--- config.mk ---
export PLATFORM = sky130hd
export DESIGN_NAME = umem_arbiter_flat
export DESIGN_NICKNAME = d
export VERILOG_FILES = /design/src/rtl/umem_if.sv /design/src/rtl/umem_arbiter.sv /design/src/flat_wrapper.sv
export SDC_FILE = /design/constraint.sdc
export NUM_CORES = 1
export LEC_CHECK = 0
export CORE_AREA = 8 8 98 100
export DETAILED_ROUTE_END_ITERATION = 6
export DIE_AREA = 0 0 106 108
export HOLD_SLACK_MARGIN = 0.03
export MAX_ROUTING_LAYER = met4
export PLACE_DENSITY_LB_ADDON = 0.08
export SLEW_MARGIN = 25
export SYNTH_ARGS = -nofsm -noshare
export SYNTH_HDL_FRONTEND = slang
export SYNTH_SLANG_ARGS = --single-unit
--- constraint.sdc ---
create_clock -name clk -period 4.1 [get_ports clk]
set_input_delay 1.23 -clock clk [delete_from_list [all_inputs] [get_ports clk]]
set_output_delay 1.23 -clock clk [all_outputs]
set_load 0.01 [all_outputs]
--- src/rtl/umem_if.sv ---
// umem_if: request/grant/response bundle between requesters, the arbiter and the SRAM port.
interface umem_if #(
    parameter int ADDR_W = 32,
    parameter int DATA_W = 32
) ();
    logic              if_req;
    logic [ADDR_W-1:0] if_addr;
    logic              if_gnt;
    logic              if_rvalid;
    logic [DATA_W-1:0] if_rdata;
    logic              d_req;
    logic [ADDR_W-1:0] d_addr;
    logic [3:0]        d_wen;
    logic [DATA_W-1:0] d_wdata;
    logic              d_gnt;
    logic              d_rvalid;
    logic [DATA_W-1:0] d_rdata;
    logic              mem_en;
    logic [ADDR_W-3:0] mem_addr;
    logic [3:0]        mem_wen;
    logic [DATA_W-1:0] mem_wdata;
    logic [DATA_W-1:0] mem_rdata;

    modport slave (
        input  if_req, if_addr, d_req, d_addr, d_wen, d_wdata, mem_rdata,
        output if_gnt, if_rvalid, if_rdata, d_gnt, d_rvalid, d_rdata,
               mem_en, mem_addr, mem_wen, mem_wdata
    );

    modport master (
        output if_req, if_addr, d_req, d_addr, d_wen, d_wdata, mem_rdata,
        input  if_gnt, if_rvalid, if_rdata, d_gnt, d_rvalid, d_rdata,
               mem_en, mem_addr, mem_wen, mem_wdata
    );
endinterface

--- src/rtl/umem_arbiter.sv ---
// umem_arbiter: shares one 1-cycle-latency SRAM port between fetch and load/store,
// data first with a starvation bound on fetch, and routes read data to its owner.
module umem_arbiter #(
    parameter int ADDR_W     = 32,
    parameter int DATA_W     = 32,
    parameter int STARVE_MAX = 3
) (
    input logic    clk,
    input logic    rst,
    umem_if.slave  bus
);
    typedef enum logic [1:0] {RSP_NONE, RSP_IF, RSP_D} rsp_e;

    localparam logic [3:0] SMAX = 4'(STARVE_MAX);

    rsp_e       state_q, state_d;
    logic [3:0] starve_q, starve_d;
    logic       if_sel, d_sel;

    always_ff @(posedge clk or posedge rst) begin
        if (rst) begin
            state_q  <= RSP_NONE;
            starve_q <= 4'd0;
        end else begin
            state_q  <= state_d;
            starve_q <= starve_d;
        end
    end

    // Data wins a conflict unless fetch has already waited STARVE_MAX cycles.
    always_comb begin
        d_sel    = bus.d_req && !(bus.if_req && starve_q == SMAX);
        if_sel   = bus.if_req && !d_sel;
        starve_d = (bus.if_req && !if_sel) ? ((starve_q == SMAX) ? starve_q : starve_q + 4'd1) : 4'd0;
        state_d  = if_sel ? RSP_IF : (d_sel && bus.d_wen == 4'd0) ? RSP_D : RSP_NONE;
    end

    assign bus.if_gnt    = if_sel;
    assign bus.d_gnt     = d_sel;
    assign bus.mem_en    = if_sel || d_sel;
    assign bus.mem_addr  = if_sel ? bus.if_addr[ADDR_W-1:2] : bus.d_addr[ADDR_W-1:2];
    assign bus.mem_wen   = d_sel ? bus.d_wen : 4'd0;
    assign bus.mem_wdata = bus.d_wdata;
    assign bus.if_rvalid = (state_q == RSP_IF);
    assign bus.d_rvalid  = (state_q == RSP_D);
    assign bus.if_rdata  = bus.mem_rdata;
    assign bus.d_rdata   = bus.mem_rdata;
endmodule

--- src/flat_wrapper.sv ---
// flat-port wrapper written by rule: the top's interface ports become plain ports
module umem_arbiter_flat 
#(
    parameter int ADDR_W     = 32,
    parameter int DATA_W     = 32,
    parameter int STARVE_MAX = 3
)
  (clk, rst, bus_if_req, bus_if_addr, bus_d_req, bus_d_addr, bus_d_wen, bus_d_wdata, bus_mem_rdata, bus_if_gnt, bus_if_rvalid, bus_if_rdata, bus_d_gnt, bus_d_rvalid, bus_d_rdata, bus_mem_en, bus_mem_addr, bus_mem_wen, bus_mem_wdata);
  umem_if #(.ADDR_W(ADDR_W), .DATA_W(DATA_W)) bus_i ();
  input logic clk;
  input logic rst;
  input wire logic [$bits(bus_i.if_req)-1:0] bus_if_req;
  input wire logic [$bits(bus_i.if_addr)-1:0] bus_if_addr;
  input wire logic [$bits(bus_i.d_req)-1:0] bus_d_req;
  input wire logic [$bits(bus_i.d_addr)-1:0] bus_d_addr;
  input wire logic [$bits(bus_i.d_wen)-1:0] bus_d_wen;
  input wire logic [$bits(bus_i.d_wdata)-1:0] bus_d_wdata;
  input wire logic [$bits(bus_i.mem_rdata)-1:0] bus_mem_rdata;
  output wire logic [$bits(bus_i.if_gnt)-1:0] bus_if_gnt;
  output wire logic [$bits(bus_i.if_rvalid)-1:0] bus_if_rvalid;
  output wire logic [$bits(bus_i.if_rdata)-1:0] bus_if_rdata;
  output wire logic [$bits(bus_i.d_gnt)-1:0] bus_d_gnt;
  output wire logic [$bits(bus_i.d_rvalid)-1:0] bus_d_rvalid;
  output wire logic [$bits(bus_i.d_rdata)-1:0] bus_d_rdata;
  output wire logic [$bits(bus_i.mem_en)-1:0] bus_mem_en;
  output wire logic [$bits(bus_i.mem_addr)-1:0] bus_mem_addr;
  output wire logic [$bits(bus_i.mem_wen)-1:0] bus_mem_wen;
  output wire logic [$bits(bus_i.mem_wdata)-1:0] bus_mem_wdata;
  assign bus_i.if_req = bus_if_req;
  assign bus_i.if_addr = bus_if_addr;
  assign bus_i.d_req = bus_d_req;
  assign bus_i.d_addr = bus_d_addr;
  assign bus_i.d_wen = bus_d_wen;
  assign bus_i.d_wdata = bus_d_wdata;
  assign bus_i.mem_rdata = bus_mem_rdata;
  assign bus_if_gnt = bus_i.if_gnt;
  assign bus_if_rvalid = bus_i.if_rvalid;
  assign bus_if_rdata = bus_i.if_rdata;
  assign bus_d_gnt = bus_i.d_gnt;
  assign bus_d_rvalid = bus_i.d_rvalid;
  assign bus_d_rdata = bus_i.d_rdata;
  assign bus_mem_en = bus_i.mem_en;
  assign bus_mem_addr = bus_i.mem_addr;
  assign bus_mem_wen = bus_i.mem_wen;
  assign bus_mem_wdata = bus_i.mem_wdata;
  umem_arbiter #(.ADDR_W(ADDR_W), .DATA_W(DATA_W), .STARVE_MAX(STARVE_MAX)) u_core (.clk(clk), .rst(rst), .bus(bus_i));
endmodule
==> results.toml, run 1 <==
[layout]
layout_commonest_cell = "clkdlybuf4s50_1"
drive_gt1_share_pct = 28.96
multi_input_area_um2 = 600.6
layout_common_cells = "clkdlybuf4s50_1, mux2_4, dlygate4sd2_1"
n_fill_cell = 868
syn_to_final_growth_pct = 41.27
final_util_pct = 26.54
diodes = 0
nets = 322
seq_area_um2 = 150.1

[yosys]
synth_compound_area_share_pct = 0.9098
synth_nets = 298
syn_area_per_cell_um2 = 9.396
post-synth-top-area-cell = "buf_4"
seq_area_frac_synth_pct = 9.926
synthSimpleGateAreaFrac_pct = 6.782
netlist_area_mm2 = 0.001513
synthAdderAreaFrac_pct = 0.8271
ys_top_cells_by_area = "buf_4, mux2_4, dfrtp_1"
netlist_instances = 161
synthXorXnorAreaFrac_pct = 1.158
ys_seq_elements = 6
synth_top_family_by_area = "buffers and inverters"
yosys_warnings = 0
synth_top_area_share_pct = 47.64
synth.distinct_cells = 19
muxShareOfSynthArea_pct = 29.53

[global_route]
grt_pass1_wl_mm = 8.176
grt_max_degree = 12
grt_use_total_pct = 9.493
grt_pass1_vias = 1264
grt-ovfl-total = 0
antenna_found_initial = 0

[power_and_ir_drop]
combPwrFrac_pct = 57.8
swShare_pct = 24.84
peakVddDrop_mv = 0.06983
switchingPower_w = 0.00008819
p_leak_nw = 0.9768
intPower_w = 0.0002669
powerDensity_mw_per_mm2 = 166.1
clkPwrFrac_pct = 24.7
total_power_w = 0.0003551
seqPwrFrac_pct = 17.5

[sta]
setup_ws_ns = 0.1081
worst_pin_slew_ns = 0.2788
slew_headroom_pct = 81.33
period_share_pct = 97.36
post-route-min-period_ns = 3.992
final_hold_viol_count = 0
fmax_ghz = 0.2505
drv_slew = 0
rsz0062_at_grt = "false"
clock_skew_ns = 0.001716
setup_violations = 0

[critical_path]
path_class = "in2out"
r2r_setup_slack_ns = 2.65
slowest_delay_ns = 0.29
end_kind = "output port"
critical_path.most_common_cell = "dlygate4sd2_1"
startpoint_type = "primary input"
cp_data_required_time_ns = 2.87
r2r-start = "u_core.starve_q[0]"
critPathSlowestCell = "mux2_4"
crit_chain = "dlygate4sd2_1, inv_2, o21ai_4, buf_4, buf_6, bufbuf_16, mux2_4, dlygate4sd2_1"
crit_fanout = 5
rr_endpoint = "u_core.state_q[0]"
critical_path_arrival_ns = 2.76
reg2reg_depth = 6

[route]
wl_per_cell_um = 19.51
vias = 1047
drcViolationCount = 0
ant_nets = 0
vias_per_cell = 3.635
first_iter_violations = 5
wl_mm = 5.619
dr.pass1.iters = 2

[clock_tree]
cts_tree = "done"
clock_latency_ns = 0.22
cts_buffers = 3
clockRootBuffer = "clkbuf_8"
cts_num_sinks = 6
htree_levels = 1
cts.reportedPaths.clkPinSlew_ns = 0.04
clock_path_buffers = 2
cts_hold_buf = 0

[floorplanning]
start_util_pct = 18.79
dieWidth_um = 106
coreArea_mm2 = 0.008051
die-area_mm2 = 0.01145
ios = 271
num_rows = 33
dieHeight_um = 108

[job]
max_cap_violations = 0

[hold_path]
min_path_cells = 1
hold_class = "reg2reg"
worst_hold_path.endpoint = "u_core.starve_q[0]"
worstHoldStart = "u_core.starve_q[0]"

[place]
dp_slack_ns = -0.2590
dp_hpwl_mm = 5.099
place.gp.congestion = 0.6537
io_buffers = 106

[outcome]
status = "finished, final reports clean"
==> critical path, delay by kind of cell <==
family	cells	cell delay (ns)
buffers and inverters	6	1.09
AO/OA/AOI/OAI	1	0.15
multiplexers	1	0.29
==> through the flow <==
step           hold WS (ns)  instances  cell area (um2)  setup TNS [ns]
5_1_grt              0.4736        288             2137               0
6_report             0.4637        288             2137               0
4_1_cts              0.4631        288             2137               0
3_3_place_gp         0.4521        279             2028          -6.506
3_5_place_dp         0.4585        279             2028          -6.404
2_1_floorplan        0.4319        161             1513               0
==> Yosys cell counts <==
cell,number
or2_2,1
buf_4,96
nor4_1,1
a21oi_1,1
and2_1,5
ha_1,1
inv_1,4
nor2_1,4
nor3b_2,1
mux2_4,29
xnor2_1,1
nand3_1,2
buf_6,3
o21ai_2,1
xor2_1,1
nor2b_1,2
or3b_2,1
dfrtp_1,6
mux2_2,1
==> routing by layer <==
| metal | global-route usage [%] | routed length, um | up-vias |
|---|---|---|---|
| met5 | - | 0 | - |
| met4 | 2.513 | 93 | 0 |
| met3 | 6.841 | 840 | 22 |
| met2 | 16.22 | 2896 | 122 |
| met1 | 8.217 | 1789 | 438 |
| li1 | - | - | 465 |
==> state kept, by name (all words and copies together) (netlist names) <==
register	count
u_core.state_q	2
u_core.starve_q	4
==> cell type report <==
cell class | count | area share [%]
repair buffers | 118 | 56.09
well taps | 105 | 6.148
multi-input cells | 52 | 28.10
flip-flops and latches | 6 | 7.026
clock buffers | 3 | 1.932
inverters | 4 | 0.7026
==> cell families after synthesis <==
logic type / Yosys count
buf+inv: 103
mux: 30
simple gates: 17
flops: 6
compound gates: 2
xor+xnor: 2
fa+ha+maj: 1
==> worst max path at each step <==
stage                   start  cells past startpoint                to
floorplan           bus_d_req                      4   bus_mem_addr[0]
global placement    bus_d_req                      6   bus_mem_addr[8]
detailed placement  bus_d_req                      6  bus_mem_addr[12]
CTS                 bus_d_req                      8  bus_mem_addr[14]
global route        bus_d_req                      7  bus_mem_addr[24]
finish              bus_d_req                      8  bus_mem_addr[14]
==> power groups by stage <==
stage | sequential (W) | combinational (W) | clock [W]
6_report | 0.0000622 | 0.000205 | 0.0000876
5_1_grt | 0.0000623 | 0.000219 | 0.0000986
4_1_cts | 0.0000621 | 0.000211 | 0.0000913
3_5_place_dp | 0.0000629 | 0.000211 | 0
3_3_place_gp | 0.0000628 | 0.000209 | 0
2_1_floorplan | 0.0000626 | 0.000170 | 0
==> timing repair <==
item / CTS / global route
endpoints found under the setup margin: 31 / 0
buffers inserted: 4 / 0
gates resized for setup: 42 / 0
hold endpoints to repair: 0 / 0
Note: power is estimated with default switching activity, not from simulation.
==> run 2: changes to the inputs <==
--- a/config.mk
+++ b/config.mk
@@ -5,9 +5,10 @@
 export SDC_FILE = /design/constraint.sdc
 export NUM_CORES = 1
 export LEC_CHECK = 0
-export CORE_AREA = 8 8 98 100
+export CORE_AREA = 2 2 106 108
 export DETAILED_ROUTE_END_ITERATION = 6
-export DIE_AREA = 0 0 106 108
+export DIE_AREA = 0 0 108 110
+export DONT_BUFFER_PORTS = 1
 export HOLD_SLACK_MARGIN = 0.03
 export MAX_ROUTING_LAYER = met4
 export PLACE_DENSITY_LB_ADDON = 0.08
==> results.toml, run 2 (synthesized netlist as in run 1, its figures left out) <==
[route]
ant_nets = 0
dr.pass1.iters = 4
wl_mm = 2.725
drcViolationCount = 0
wl_per_cell_um = 13.10
vias_per_cell = 2.889
first_iter_violations = 11
vias = 601

[place]
io_buffers = 0
place.gp.congestion = 0.6439
dp_slack_ns = 0.6990
dp_hpwl_mm = 2.423

[layout]
regMostFlops = "u_core.starve_q"
reg_top3 = "u_core.starve_q (4), u_core.state_q (2)"
largest_register_ffs = 4
layout_commonest_cell = "mux2_4"
drive_gt1_share_pct = 58.82
layout_common_cells = "mux2_4, dfrtp_1, and2_1"
diodes = 0
syn_to_final_growth_pct = -33.58
nets = 207

[critical_path]
r2r-start = "u_core.starve_q[0]"
cp_top_family = "multiplexers"
reg2reg_depth = 5
cp_data_required_time_ns = 2.87
startpoint_type = "primary input"
crit_fanout = 15
path_class = "in2out"
setup.worst_path.start = "bus_d_req"
crit_chain = "inv_1, o21ai_4, buf_4, mux2_2"
cp_num_buf_inv = 2
critical_path_arrival_ns = 2.15
cp.depth = 4
end_kind = "output port"
slowest_delay_ns = 0.41
critPathSlowestCell = "mux2_2"

[global_route]
antenna_found_initial = 0
grt_pass1_wl_mm = 3.491
grt_max_degree = 17
grt_pass1_vias = 629
grt-ovfl-total = 0
grt_use_total_pct = 3.925

[clock_tree]
ctsResizeCount = 0
cts_buffers = 3
cts_tree = "done"
clockRootBuffer = "clkbuf_8"
clock_path_buffers = 2
cts_hold_buf = 0
cts.reportedPaths.clkPinSlew_ns = 0.04
cts_setup_buffers = 0
htree_levels = 1
cts_num_sinks = 6
clock_latency_ns = 0.22

[power_and_ir_drop]
swShare_pct = 27.64
p_leak_nw = 0.4608
combPwrFrac_pct = 34.5
peakVddDrop_mv = 0.05886
switchingPower_w = 0.00006338
powerDensity_mw_per_mm2 = 228.2
seqPwrFrac_pct = 27.1
clkPwrFrac_pct = 38.4
intPower_w = 0.0001659

[sta]
period_share_pct = 82.33
setup_ws_ns = 0.7246
post-route-min-period_ns = 3.375
tns_ns = 0
rsz0062_at_grt = "false"
fmax_ghz = 0.2963
setup_violations = 0
slew_headroom_pct = 66.43
clock_skew_ns = 0.001428
final_hold_viol_count = 0
drv_slew = 0
worst_pin_slew_ns = 0.5036

[hold_path]
worstHoldStart = "u_core.starve_q[0]"
min_path_cells = 1
hold_class = "reg2reg"

[outcome]
status = "finished, final reports clean"

[floorplanning]
coreArea_mm2 = 0.01070
ios = 271
dieWidth_um = 108
dieHeight_um = 110
start_util_pct = 14.14
die-area_mm2 = 0.01188
num_rows = 38

[job]
max_cap_violations = 0
==> run 2: cell types whose count changed in the layout (fill, tap and decap cells not counted), sizes merged <==
cell           delta
clkdlybuf4s50    -82
dlygate4sd2      -14
buf              -10
clkdlybuf4s15     -8
bufbuf            -1
==> run 2: final timing paths <==
kind | to | slack [ns]
worst max-delay path | bus_mem_addr[29] | 0.72
min in group asynchronous | u_core.state_q[0] | 0.82
max in group asynchronous | u_core.starve_q[1] | 3.08
worst min register to register | u_core.starve_q[0] | 0.47
worst max register to register | u_core.state_q[0] | 2.54
worst min-delay path | u_core.starve_q[0] | 0.47
==> run 2: final cells by class <==
class                      instances  area, um2
sequential                         6      150.1
multi-input combinational         52      600.6
clock buffer                       3      41.29
timing repair buffer               3      22.52
inverter                           4      15.01
fill                            1205       9693
tap                              140      175.2
==> run 2: per-stage QoR <==
stage	power, W	cells	utilization (%)	hold WS [ns]	area [um2]
6_report	0.0002293	208	9.392	0.4655	1005
5_1_grt	0.0002426	208	9.392	0.5166	1005
4_1_cts	0.0002360	208	9.392	0.4632	1005
3_5_place_dp	0.0001446	205	9.006	0.4614	963.4
3_3_place_gp	0.0001458	205	9.006	0.4626	963.4
2_1_floorplan	0.0002324	161	-	0.4319	1513
==> run 2: power by group through the flow <==
stage / Clock, W / Combinational, W / Sequential [W]
after global routing: 0.0000943 / 0.0000859 / 0.0000625
final: 0.0000880 / 0.0000792 / 0.0000621
after detailed placement: 0 / 0.0000817 / 0.0000629
after CTS: 0.0000920 / 0.0000819 / 0.0000621
after floorplan: 0 / 0.000170 / 0.0000626
after global placement: 0 / 0.0000829 / 0.0000629
==> run 2: worst reg2reg max path, cell delays in order (launching register included) <==
cell and delay, ns:
dfrtp_1 0.39, ha_1 0.24, nor3b_2 0.19, o21ai_4 0.13
buf_4 0.31, inv_1 0.15
==> run 2: metal layers <==
layer / global-route usage (%) / vias up / wire length (um)
met5: - / - / 0
met4: 2.564 / 0 / 93
met3: 2.116 / 22 / 480
met2: 7.233 / 84 / 1480
met1: 2.935 / 262 / 671
li1: - / 233 / -
==> RTL edit 1, RTL diff (config.mk and constraints of run 2) <==
The 3 values of `rsp_e` get a one-hot encoding in 3 bits.
--- a/src/rtl/umem_arbiter.sv
+++ b/src/rtl/umem_arbiter.sv
@@ -9,7 +9,7 @@
     input logic    rst,
     umem_if.slave  bus
 );
-    typedef enum logic [1:0] {RSP_NONE, RSP_IF, RSP_D} rsp_e;
+    typedef enum logic [2:0] {RSP_NONE = 3'b001, RSP_IF = 3'b010, RSP_D = 3'b100} rsp_e;
 
     localparam logic [3:0] SMAX = 4'(STARVE_MAX);
 
Formal check against the unedited RTL: no difference found for any inputs over 10 cycles, from zero or initial values and one cycle with rst high; not proved beyond that.
==> RTL edit 1 against run 2 <==
  * Design area increased by 4.2%
  * Utilization up 0.40 points
  * Count of clock-buffer cells in the layout grew 1
  * Clock skew increased by 0.0017 ns
  * Critical path depth is the same
  * Wire length increased by 48%
  * Largest power group unchanged
  * Sequential cell count increased by 1
  * Power grew 9.9%
  * Area after synthesis up 2.2%
  * Worst setup slack better by 0.032 ns
==> RTL edit 1: results <==
global_route:
  track_usage: 0.0617
  grt_pass1_wl_microns: 5200
  grt_start_max_net_pins: 32
  grt_pass1_vias: 760
sta:
  skew_ns: 0.00314
  tightest_slew_ns: 0.392
  holdWs_ns: 0.470
finish:
  buffers_excl_clock: 2
  seq_share: 0.168
  final.clkbuf_count: 4
  multi_input_area_share: 0.581
  multi_input_cells: 53
  drive_above_1_share: 0.571
  largestRegisters: "u_core.starve_q (4), u_core.state_q (3)"
  fin_util: 0.0979
  buf_share: 0.0263
  nets: 208
synth:
  synth-xor-area-share: 0.0113
  synth.distinct_cells: 20
  synth_fa_ha_area_frac: 0.00809
  synth.area.mux_share: 0.289
  synth_area_leaders: "buf_4 47%, mux2_4 28%, dfrtp_1 9.7%"
  yosysSeqAreaShare: 0.114
  synthesis.nets: 300
critical_path:
  crit_path_max_fanout: 31
  rrSetupSlack_ns: 2.47
  r2r-end: "u_core.state_q[0]$_DFF_PP1_"
  critPathArrivalTime_ns: 2.11
placed_design:
  gp_congestion: 0.664
  post-place-ws_ns: 0.748
  dpl_cell_area_sq_um: 1000
drt:
  first_iter_violations: 31
  wire_per_inst_microns: 19.3
  vias_per_cell: 3.06
  wl_microns: 4040
outcome:
  status: "finished clean"
power:
  vdd_drop_max_v: 0.0000685
[RTL edit 1: layer usage]
metal | vias to the layer above | GRT usage | wire, microns
li1 | 242 | - | -
met5 | - | - | 0
met1 | 279 | 0.0414 | 1000
met2 | 98 | 0.103 | 1990
met4 | 0 | 0.0311 | 129
met3 | 23 | 0.0611 | 926
[RTL edit 1: power by group through the flow]
| stage | combinational (W) | clock, W | sequential [W] |
|---|---|---|---|
| floorplan | 0.000170 | 0 | 0.0000740 |
| global placement | 0.0000873 | 0 | 0.0000744 |
| detailed placement | 0.0000864 | 0 | 0.0000744 |
| CTS | 0.0000867 | 0.0000982 | 0.0000735 |
| global route | 0.0000903 | 0.000103 | 0.0000738 |
| finish | 0.0000846 | 0.0000940 | 0.0000735 |
==> RTL edit 2, RTL diff (config.mk and constraints of run 2) <==
Without the edit above. `DATA_W` is set to 32 in 3 places; all go to 28.
--- a/src/rtl/umem_if.sv
+++ b/src/rtl/umem_if.sv
@@ -1,7 +1,7 @@
 // umem_if: request/grant/response bundle between requesters, the arbiter and the SRAM port.
 interface umem_if #(
     parameter int ADDR_W = 32,
-    parameter int DATA_W = 32
+    parameter int DATA_W = 28
 ) ();
     logic              if_req;
     logic [ADDR_W-1:0] if_addr;
--- a/src/rtl/umem_arbiter.sv
+++ b/src/rtl/umem_arbiter.sv
@@ -2,7 +2,7 @@
 // data first with a starvation bound on fetch, and routes read data to its owner.
 module umem_arbiter #(
     parameter int ADDR_W     = 32,
-    parameter int DATA_W     = 32,
+    parameter int DATA_W     = 28,
     parameter int STARVE_MAX = 3
 ) (
     input logic    clk,
--- a/src/flat_wrapper.sv
+++ b/src/flat_wrapper.sv
@@ -2,7 +2,7 @@
 module umem_arbiter_flat 
 #(
     parameter int ADDR_W     = 32,
-    parameter int DATA_W     = 32,
+    parameter int DATA_W     = 28,
     parameter int STARVE_MAX = 3
 )
   (clk, rst, bus_if_req, bus_if_addr, bus_d_req, bus_d_addr, bus_d_wen, bus_d_wdata, bus_mem_rdata, bus_if_gnt, bus_if_rvalid, bus_if_rdata, bus_d_gnt, bus_d_rvalid, bus_d_rdata, bus_mem_en, bus_mem_addr, bus_mem_wen, bus_mem_wdata);
Interface: changed (5 resized); port bits go from 271 to 251. The function was not compared with the original's and may differ.
==> RTL edit 2 against run 2 <==
  * Area after synthesis decreased by 6.0%
  * Final cell count decreased by 0.96%
  * Combinational power increased by 5.1%
  * Largest power group unchanged
  * Global-route usage increased by 1.9 points
  * Design area decreased by 0.25%
  * Maximum frequency increased by 0.38%
  * Wire length increased by 39%
  * Worst setup slack improved by 0.013 ns
  * Non-clock buffer count decreased by 2
  * Sequential cell count unchanged
  * Power increased by 1.1%
==> RTL edit 2: results <==
sta:
  tightest_slew_ns: 0.469
  skew_ns: 0.00211
global_route:
  grt_pass1_vias: 708
  grt_start_max_net_pins: 31
  gr-usage-met3: 0.0364
  grt_pass1_wl_microns: 4780
  grtUsageMet1: 0.0471
  track_usage: 0.0579
  global_route.usage.met2: 0.105
drt:
  wl_met1_microns: 1030
  routed.top_layer: "met4"
  met2_wirelength_microns: 2120
  vias_per_cell: 3.00
  wl_microns: 3790
  met3_length_microns: 595
  first_iter_violations: 9
finish:
  nets: 197
  largestRegisters: "u_core.starve_q (4), u_core.state_q (2)"
  drive_above_1_share: 0.576
  diodes: 0
critical_path:
  max_stage_delay_ns: 0.39
  crit_path_max_fanout: 30
  rrSetupSlack_ns: 2.59
  critPathArrivalTime_ns: 2.13
  reg2regPathDepth: 4
power:
  vdd_drop_max_v: 0.0000545
  p_leak_nw: 0.457
synth:
  synthesis.nets: 278
  synth_fa_ha_area_frac: 0.00880
  synth.area.mux_share: 0.314
  yosysSeqAreaShare: 0.106
  synth_area_leaders: "buf_4 44%, mux2_4 31%, dfrtp_1 11%"
  synth-xor-area-share: 0.0123
  synth_commonest_cells: "84 x buf_4, 29 x mux2_4, 6 x dfrtp_1"
placed_design:
  gp_congestion: 0.676
  port_buffers: 0
outcome:
  status: "finished clean"
[RTL edit 2: cell count changes after synthesis]
cell   delta
buf_4    -12
[RTL edit 2: path summary, 6_finish.rpt]
kind,from,endpoint
worst min register to register,u_core.starve_q[0]$_DFFE_PP0P_,u_core.starve_q[0]$_DFFE_PP0P_
min in group asynchronous,rst,u_core.state_q[0]$_DFF_PP0_
max in group asynchronous,rst,u_core.starve_q[0]$_DFFE_PP0P_
worst min-delay path,u_core.starve_q[0]$_DFFE_PP0P_,u_core.starve_q[0]$_DFFE_PP0P_
worst max register to register,u_core.starve_q[0]$_DFFE_PP0P_,u_core.state_q[1]$_DFF_PP0_
worst max-delay path,bus_d_req,bus_mem_addr[29]
[RTL edit 2: layout make-up]
type | instances | area (sq um)
Multi-Input combinational cell | 52 | 601
Sequential cell | 6 | 150
Tap cell | 140 | 175
Timing Repair Buffer | 1 | 20.0
Clock buffer | 3 | 41.3
Inverter | 4 | 15.0
Fill cell | 1218 | 9700
[RTL edit 2: stage by stage]
step	instance area [sq um]	power (W)	hold WS, ns	setup WS, ns	cells
floorplan	1420	0.000220	0.432	0.849	149
global placement	961	0.000149	0.453	0.732	203
detailed placement	961	0.000149	0.463	0.736	203
CTS	1000	0.000238	0.466	0.729	206
global route	1000	0.000247	0.490	0.681	206
finish	1000	0.000232	0.462	0.738	206
[RTL edit 2: where the power goes]
group | leakage (nW) | internal, W | total [W] | switching [W]
sequential | 0.0815 | 0.0000612 | 0.0000622 | 0.000000993
clock | 0.0216 | 0.0000629 | 0.0000864 | 0.0000235
combinational | 0.354 | 0.0000422 | 0.0000832 | 0.0000410
[RTL edit 2: worst register-to-register path, stage by stage, from the launching register on]
cell     delay [ns]
dfrtp_1        0.39
ha_1           0.25
nor3b_2        0.19
a21oi_1        0.41
and2_1         0.20
